$ cat src/rtl/mux_pkg.sv
// Shared definitions for the mux_4b data-source selector.
// Optional feature macro used across this slice: MUX_PARITY_EN.
package mux_pkg;

  localparam int MUX_WIDTH_DEF = 4;

  localparam logic SEL_ROM = 1'b0;
  localparam logic SEL_RAM = 1'b1;

  typedef logic [MUX_WIDTH_DEF-1:0] nibble_t;

endpackage : mux_pkg

$ cat src/rtl/mux_4b_if.sv
// Bus bundle for mux_4b: source nibbles and controls in, registered nibble out.
// MUX_PARITY_EN adds the out_parity signal to the bundle and both modports.
interface mux_4b_if
  import mux_pkg::*;
#(
  parameter int WIDTH = MUX_WIDTH_DEF
);

  logic             enable;
  logic             sel;
  logic [WIDTH-1:0] programROM;
  logic [WIDTH-1:0] Ram;
  logic [WIDTH-1:0] outBits;
  logic             out_valid;
  logic             src_ram;
`ifdef MUX_PARITY_EN
  logic             out_parity;
`endif

`ifdef MUX_PARITY_EN
  // Side that produces the source data and consumes the selected nibble
  modport master (
    output enable, sel, programROM, Ram,
    input  outBits, out_valid, src_ram, out_parity
  );

  // The selector itself
  modport slave (
    input  enable, sel, programROM, Ram,
    output outBits, out_valid, src_ram, out_parity
  );
`else
  // Side that produces the source data and consumes the selected nibble
  modport master (
    output enable, sel, programROM, Ram,
    input  outBits, out_valid, src_ram
  );

  // The selector itself
  modport slave (
    input  enable, sel, programROM, Ram,
    output outBits, out_valid, src_ram
  );
`endif

endinterface : mux_4b_if

$ cat src/rtl/mux_out_reg.sv
// Enable-gated output register bank for mux_4b: data, source flag, valid flag.
// MUX_PARITY_EN adds a registered parity bit of the loaded data.
module mux_out_reg #(
  parameter int WIDTH = 4
) (
  input  logic             clk,
  input  logic             rst_n,
  input  logic             i_enable,
  input  logic [WIDTH-1:0] i_data,
  input  logic             i_src_ram,
  output logic [WIDTH-1:0] o_data,
  output logic             o_valid,
`ifdef MUX_PARITY_EN
  output logic             o_parity,
`endif
  output logic             o_src_ram
);

  logic [WIDTH-1:0] r_data;
  logic             r_valid;
  logic             r_src_ram;
`ifdef MUX_PARITY_EN
  logic             r_parity;
`endif

  // Load data/source on enable, otherwise hold them; valid pulses for one cycle per load
  always_ff @(posedge clk or negedge rst_n) begin
    if (!rst_n) begin
      r_data    <= '0;
      r_valid   <= 1'b0;
      r_src_ram <= 1'b0;
`ifdef MUX_PARITY_EN
      r_parity  <= 1'b0;
`endif
    end else begin
      r_valid <= i_enable;
      if (i_enable) begin
        r_data    <= i_data;
        r_src_ram <= i_src_ram;
`ifdef MUX_PARITY_EN
        // Parity of the incoming word equals parity of the value being stored
        r_parity  <= ^i_data;
`endif
      end
    end
  end

  assign o_data    = r_data;
  assign o_valid   = r_valid;
  assign o_src_ram = r_src_ram;
`ifdef MUX_PARITY_EN
  assign o_parity  = r_parity;
`endif

endmodule : mux_out_reg

$ cat src/rtl/mux_4b.sv
// mux_4b: selects the program ROM or RAM nibble and presents it registered,
// with a one-cycle valid flag and the source that produced it.
// Optional feature: define MUX_PARITY_EN to add out_parity (XOR of outBits).
module mux_4b
  import mux_pkg::*;
#(
  parameter int WIDTH = MUX_WIDTH_DEF
) (
  input  logic     clk,
  input  logic     rst_n,
  mux_4b_if.slave  bus
);

  logic [WIDTH-1:0] w_data;
  logic             w_src_ram;

  // Source select; anything other than a clean RAM select falls back to the ROM
  always_comb begin
    w_data    = bus.programROM;
    w_src_ram = SEL_ROM;
    if (bus.sel == SEL_RAM) begin
      w_data    = bus.Ram;
      w_src_ram = SEL_RAM;
    end
  end

  mux_out_reg #(
    .WIDTH (WIDTH)
  ) u_out_reg (
    .clk       (clk),
    .rst_n     (rst_n),
    .i_enable  (bus.enable),
    .i_data    (w_data),
    .i_src_ram (w_src_ram),
    .o_data    (bus.outBits),
    .o_valid   (bus.out_valid),
`ifdef MUX_PARITY_EN
    .o_parity  (bus.out_parity),
`endif
    .o_src_ram (bus.src_ram)
  );

  // An unknown select while loading is a protocol violation by the driver
  a_sel_known : assert property (
    @(posedge clk) disable iff (!rst_n) bus.enable |-> !$isunknown(bus.sel)
  );

endmodule : mux_4b

$ cat src/flat_wrapper.sv
// flat-port wrapper written by rule: the top's interface ports become plain ports
module mux_4b_flat import mux_pkg::*;
#(
  parameter int WIDTH = MUX_WIDTH_DEF
)
  (clk, rst_n, bus_enable, bus_sel, bus_programROM, bus_Ram, bus_outBits, bus_out_valid, bus_src_ram);
  mux_4b_if #(.WIDTH(WIDTH)) bus_i ();
  input  logic clk;
  input  logic rst_n;
  input wire logic [$bits(bus_i.enable)-1:0] bus_enable;
  input wire logic [$bits(bus_i.sel)-1:0] bus_sel;
  input wire logic [$bits(bus_i.programROM)-1:0] bus_programROM;
  input wire logic [$bits(bus_i.Ram)-1:0] bus_Ram;
  output wire logic [$bits(bus_i.outBits)-1:0] bus_outBits;
  output wire logic [$bits(bus_i.out_valid)-1:0] bus_out_valid;
  output wire logic [$bits(bus_i.src_ram)-1:0] bus_src_ram;
  assign bus_i.enable = bus_enable;
  assign bus_i.sel = bus_sel;
  assign bus_i.programROM = bus_programROM;
  assign bus_i.Ram = bus_Ram;
  assign bus_outBits = bus_i.outBits;
  assign bus_out_valid = bus_i.out_valid;
  assign bus_src_ram = bus_i.src_ram;
  mux_4b #(.WIDTH(WIDTH)) u_core (.clk(clk), .rst_n(rst_n), .bus(bus_i));
endmodule
$ cat config.mk
export PLATFORM = sky130hd
export DESIGN_NAME = mux_4b_flat
export DESIGN_NICKNAME = d
export VERILOG_FILES = /design/src/rtl/mux_pkg.sv /design/src/rtl/mux_4b_if.sv /design/src/rtl/mux_out_reg.sv /design/src/rtl/mux_4b.sv /design/src/flat_wrapper.sv
export SDC_FILE = /design/constraint.sdc
export NUM_CORES = 1
export LEC_CHECK = 0
export CAP_MARGIN = 30
export CORE_AREA = 2 2 39 41
export DETAILED_ROUTE_END_ITERATION = 7
export DIE_AREA = 0 0 41 43
export HOLD_SLACK_MARGIN = 0.08
export SLEW_MARGIN = 30
export SYNTH_ARGS = -nofsm -noshare
export SYNTH_HDL_FRONTEND = slang
export SYNTH_SLANG_ARGS = --single-unit
$ cat constraint.sdc
create_clock -name clk -period 1.1 [get_ports clk]
set_clock_uncertainty 0.15 [all_clocks]
set_input_delay 0.22 -clock clk [delete_from_list [all_inputs] [get_ports clk]]
set_output_delay 0.22 -clock clk [all_outputs]
set_load 0.01 [all_outputs]
== Yosys cells after proc, flatten, opt, wreduce, memory -nomap -nowiden ==
Cells that the tools add are included.
Storage, ports and cells
  output and inout port bits: 6
  word-level logic and storage cells: 5
  register bits after elaboration: 6
  input bits: 12
Cells by class
  mux-type cells: 2
Operators with widths (number)
  2-to-1 mux 4 bit: 1
  2-to-1 mux 1 bit: 1

== Longest topological paths before layout ==
Gate-level depths: netlist (run 1).
  word-level depth: 1
  depth in mapped cells: 3
  mapped depth without buffers: 2

== Modules after synthesis ==
Synthesis (run 1) repeated with hierarchy kept, for this count alone.
Unflattened totals
  cell total of the unflattened synthesis: 15
  area, all modules: 251.5 um^2
Modules (own cells, without submodules)
  mux_out_reg: times used 1, cells each 11, seq. area each 150.1 um^2, area each 206.4 um^2
  mux_4b: times used 1, cells each 4, seq. area each 0.0 um^2, area each 45.0 um^2

== Worst setup path before layout (run 1) ==
Ideal clock, no wire load.
  kind: reg-to-reg
  start: register, netlist name u_core.u_out_reg.o_src_ram
  end: register u_core.u_out_reg.r_src_ram, in the netlist u_core.u_out_reg.o_src_ram
  slack: 0.171 ns
  path buffers: 0
  library setup time: 0.125 ns
  stages on the path, launching flop included: 2
  data arrival time: 0.654 ns
  path through: dfrtp_1 -> mux2_4
RTL lines
  to (signal assigned): RTL line mux_out_reg.sv:39  | r_src_ram <= i_src_ram;
  to (decl): RTL line mux_out_reg.sv:21  | logic r_src_ram;

== Worst setup path after layout (run 1) ==
  start: register u_core.u_out_reg.r_data[3], in the netlist u_core.u_out_reg.o_data[3]
  end: output bus_outBits[3]
RTL lines
  from (decl): RTL line mux_out_reg.sv:19  | logic [WIDTH-1:0] r_data;
  from (signal assigned): RTL line mux_out_reg.sv:38  | r_data <= i_data;
  to (decl): RTL line flat_wrapper.sv:14  | output wire logic [$bits(bus_i.outBits)-1:0] bus_outBits;
No word-level cell between the ends.

==> results of run 1 <==
stage by stage:
stage,util,power (mW),hold WS (ns),setup WS [ns]
floorplan,-,0.307,-0.226,0.171
global placement,0.316,0.395,0.329,-0.347
detailed placement,0.316,0.395,0.336,-0.360
CTS,0.310,0.577,0.0770,-0.0332
global route,0.333,0.613,0.0846,-0.0542
finish,0.333,0.582,0.0690,-0.0325
cells in the final DEF (no fill, tap or decap):
cell	instances
sky130_fd_sc_hd__buf_2	6
sky130_fd_sc_hd__dfrtp_1	6
sky130_fd_sc_hd__nor2_1	4
sky130_fd_sc_hd__clkdlybuf4s50_1	9
sky130_fd_sc_hd__mux2_4	1
sky130_fd_sc_hd__dlymetal6s2s_1	1
sky130_fd_sc_hd__buf_6	1
sky130_fd_sc_hd__dlygate4sd2_1	1
sky130_fd_sc_hd__mux2i_1	4
sky130_fd_sc_hd__clkbuf_4	3
sky130_fd_sc_hd__a21oi_1	4
sky130_fd_sc_hd__buf_4	2
sky130_fd_sc_hd__dlygate4sd3_1	1
metal layers:
layer,part of all wire,up-vias
li1,-,115
met1,0.47,100
met2,0.38,15
met3,0.16,0
met4,0,0
met5,0,-
layout make-up:
cell class	instances	area, um^2
clock buffer	3	22.5
fill	145	923
sequential	6	150
tap	16	20.0
timing repair buffer	21	178
multi-input combinational	13	90.1
power by group through the flow:
stage / clock (mW) / combinational, mW / sequential, mW
after floorplan: 0 / 0.0403 / 0.267
after global placement: 0 / 0.139 / 0.256
after detailed placement: 0 / 0.138 / 0.257
after CTS: 0.206 / 0.117 / 0.253
after global routing: 0.218 / 0.141 / 0.254
final: 0.200 / 0.129 / 0.253
flip-flops by register name, summed over array words and instances, names as in the netlist:
signal and cells:
u_core.u_out_reg.o_data 4, u_core.u_out_reg.o_src_ram 1, u_core.u_out_reg.o_valid 1
worst reg2reg max path, stage by stage, from the launching register on:
cell and delay, ns:
sky130_fd_sc_hd__dfrtp_1 0.37, sky130_fd_sc_hd__buf_4 0.13, sky130_fd_sc_hd__mux2_4 0.25
final timing paths:
kind	from	end
worst max-delay path	u_core.u_out_reg.o_data[3]	bus_outBits[3]
worst min-delay path	rst_n	u_core.u_out_reg.o_data[0]
worst max register to register	u_core.u_out_reg.o_src_ram	u_core.u_out_reg.o_src_ram
worst min register to register	u_core.u_out_reg.o_data[1]	u_core.u_out_reg.o_data[1]
max in group asynchronous	rst_n	u_core.u_out_reg.o_data[1]
min in group clk	bus_enable	u_core.u_out_reg.o_src_ram
cells by family (layout without fill, tap and decap cells):
family	after synthesis	after routing
DFF	6	6
muxes	5	5
AOI/OAI and AO/OA	4	4
and+or+nand+nor	4	4
buffers and inverters	2	24
repair_timing:
| item | CTS | global route |
|---|---|---|
| endpoints found under the hold margin | 6 | 1 |
| buffers inserted | 0 | 2 |
| setup endpoints to repair | 10 | 9 |
| gates resized for setup | 25 | 2 |
==> results.md, run 1 <==
- The flow ran to the end, but the final reports show violations.
- The checks that failed: setup timing.
- After synthesis, the share of flip-flops with an asynchronous set or reset is 1.00.
- The leakage power is approximately 0.22 nW.
- Of the total power, the share spent switching nets is 0.235.
- Of the total synthesized cell area, the portion taken by AND, OR, NAND and NOR gates is 0.0571.
- The diode insertion count for antenna repair is 0.
- For the worst setup path, the data arrival time is between 0.7 and 0.8 ns.
- Of the total synthesized cell area, the portion taken by full adders, half adders and majority gates is 0.
- The total cell area at the placement stage is 438 um^2.
- In this run the clock root is driven by a sky130_fd_sc_hd__clkbuf_4.
- Across all setup checks in the final design, the least slack found is -0.0325 ns.
- The register-to-register setup slack is approximately 0.080 ns.
- The initial core utilization is 0.190.
- Including well taps, the total number of placed cells is between 50 and 60.
- The post-route setup TNS is -0.112 ns.
- The internal power of the cells totals roughly 450 uW.
- The analysis attributes to net switching a power of approximately 140 uW.
- The multiplexer area fraction after synthesis is 0.210.
- The DRC violations left is 0.
- Setup repair after global routing could not meet its margin everywhere.
- The kind of start point of the critical path is a flip-flop.
- Of the cells placed in the final design, the portion with a size suffix greater than 1 is 0.302.
- The category of the most critical setup path is reg -> out.
- The number of global-route vias before repair is about 230.
- The area fraction in compound gates after synthesis is 0.0762.
- The overall die area is about 1800 um^2.
- The die is between 40 and 50 um wide.
- After global routing, the most crowded layer is met2.
- The number of different library cells used by synthesis comes to 6.
- The cell accounting for the most synthesized area is sky130_fd_sc_hd__dfrtp_1.
- STA puts the critical path data required time at ~0.73 ns.
- Headroom to the max-slew limit came out at 0.820.
- Using the TritonRoute via totals, the vias-per-cell ratio works out to slightly below 4.
- The count of nets left with antenna violations once routing finished came out at 0.
- The initial antenna violation count is 0.
- The final period utilization is 1.03.
- The max-slew violation count was 0.
- The worst path buffer plus inverter count is 1.
- For this design the top-level I/O count stands at 18.
- The total of flip-flops plus latches after synthesis is 6.
- The maximum number of pins on one net before global-route repair is 9.
- The slowest stage of the critical path belongs to the cell sky130_fd_sc_hd__dfrtp_1.
- Derived from the worst setup path, the maximum achievable clock frequency is around 0.88 GHz.
- The top flip-flop cell by instance count after synthesis is sky130_fd_sc_hd__dfrtp_1.
- The remaining global-route overflow is 0.
- The initialized floorplan defines 14 standard-cell rows.
- Across the run, the number of max-cap violations was 0.
- The number of flops mapped to enable cells by yosys is 0.
- The met2 usage is 0.109.
- After clock tree synthesis, the clock-pin slew on the worst setup and hold paths is 0.05 ns.
- The maximum fanout encountered on the critical timing path is 2.
- The sequential fraction of the synthesis area is 0.571.
- In this run the number of cells on the critical path is 1.
- STA classifies the critical path endpoint as an output port.
- The final weighted congestion in routability-driven placement is 0.643.
- The proportion of power drawn by flip-flops and latches is 0.435.
- After synthesis, the largest family of logic cells by area is multiplexers.
- For this run, the slowest stage of the critical path takes 0.38 ns.
- In the synthesized netlist, the cells that appear most often are 6 x sky130_fd_sc_hd__dfrtp_1, 4 x sky130_fd_sc_hd__a21oi_1, 4 x sky130_fd_sc_hd__mux2i_1, 4 x sky130_fd_sc_hd__nor2_1, 2 x sky130_fd_sc_hd__buf_6.
- The count of TritonRoute iterations in the first routing pass is 4.
- During placement, the flow inserted port buffers numbering 17.
- The share of synthesized area in the top cell type comes to 0.571.
- On the critical path the largest part of the delay comes from flip-flops.
- The final cell count without fillers is 59.
- The clock passes through at most 2 buffers.
- The die extent in y is ~43 um.
- Across the VDD grid, the largest voltage drop is approximately 360 uV.
- After synthesis, the cell types taking the most area are sky130_fd_sc_hd__dfrtp_1 57%, sky130_fd_sc_hd__mux2i_1 15%, sky130_fd_sc_hd__buf_6 8.6%.
- Compared with the post-synthesis result, the final layout area differs by 75.2%.
- Walking the worst path, the cells encountered are buf_2.
- The path class of the tightest hold or removal check is in -> async.
- The synthesized netlist cell count is 21.
- The TritonCTS buffer count is 3.
- TritonCTS built the clock tree.
- The xor and xnor fraction of the mapped netlist area is 0.
- CTS saw 6 sinks.
- The most common cell in the synthesized netlist is sky130_fd_sc_hd__dfrtp_1.
- Summing all non-filler instances in the final layout gives an area of between 400 and 500 um^2.
- The ratio of total power to cell area is 1260 nW/um^2.
- The initial detailed-routing violation count is 5.
- Wires add up to ~670 um.
- Across all layers, the routed design uses 230 vias.
- During synthesis, Yosys emitted a total of 0 warnings.
- For this run, global-route usage on met1 was measured as 0.0954.
- In this run the standard cell core region covers between 1000 and 1500 um^2.
- The shortest period the worst path allows is 1.13 ns.
- The worst register-to-register path has a depth of 2.
- The insertion delay of the later-clocked pin in the worst-skew pair is between 0.2 and 0.25 ns.
- The post-synth design cell area is between 200 and 300 um^2.
- For met3 alone, demand over resource in global routing was 0.0471.
- The fraction of power consumed by the clock network is 0.343.
- In this run the number of H-tree levels came out at 1.
- The routed wire length per instance is 11.4 um.
- The slew of the pin with the lowest slew margin is 0.269 ns.
- Setup violations remaining at the end of the flow were counted as 5.
- At the end of the flow, the number of nets in the layout was 57.
- The detailed-placement wirelength estimate is between 400 and 500 um.
- The first global-routing pass estimated between 900 and 1000 um of wire.
- The total routing resource utilization after global routing is 0.0829.
- The mean instance size in the synthesized netlist is 12.5 um^2.
- Of the total power, combinational logic draws 0.222.
- The number of hold violations in the final report is 0.
- The net count of the mapped netlist is 33.
No activity file was read; power rests on OpenSTA's default activity.
==> run 2, diff against run 1 <==
Settings changed: CTS_CLUSTER_DIAMETER from default to 120.
==> results of run 2 <==
Final layout, timing and power as in run 1 (identical DEF).
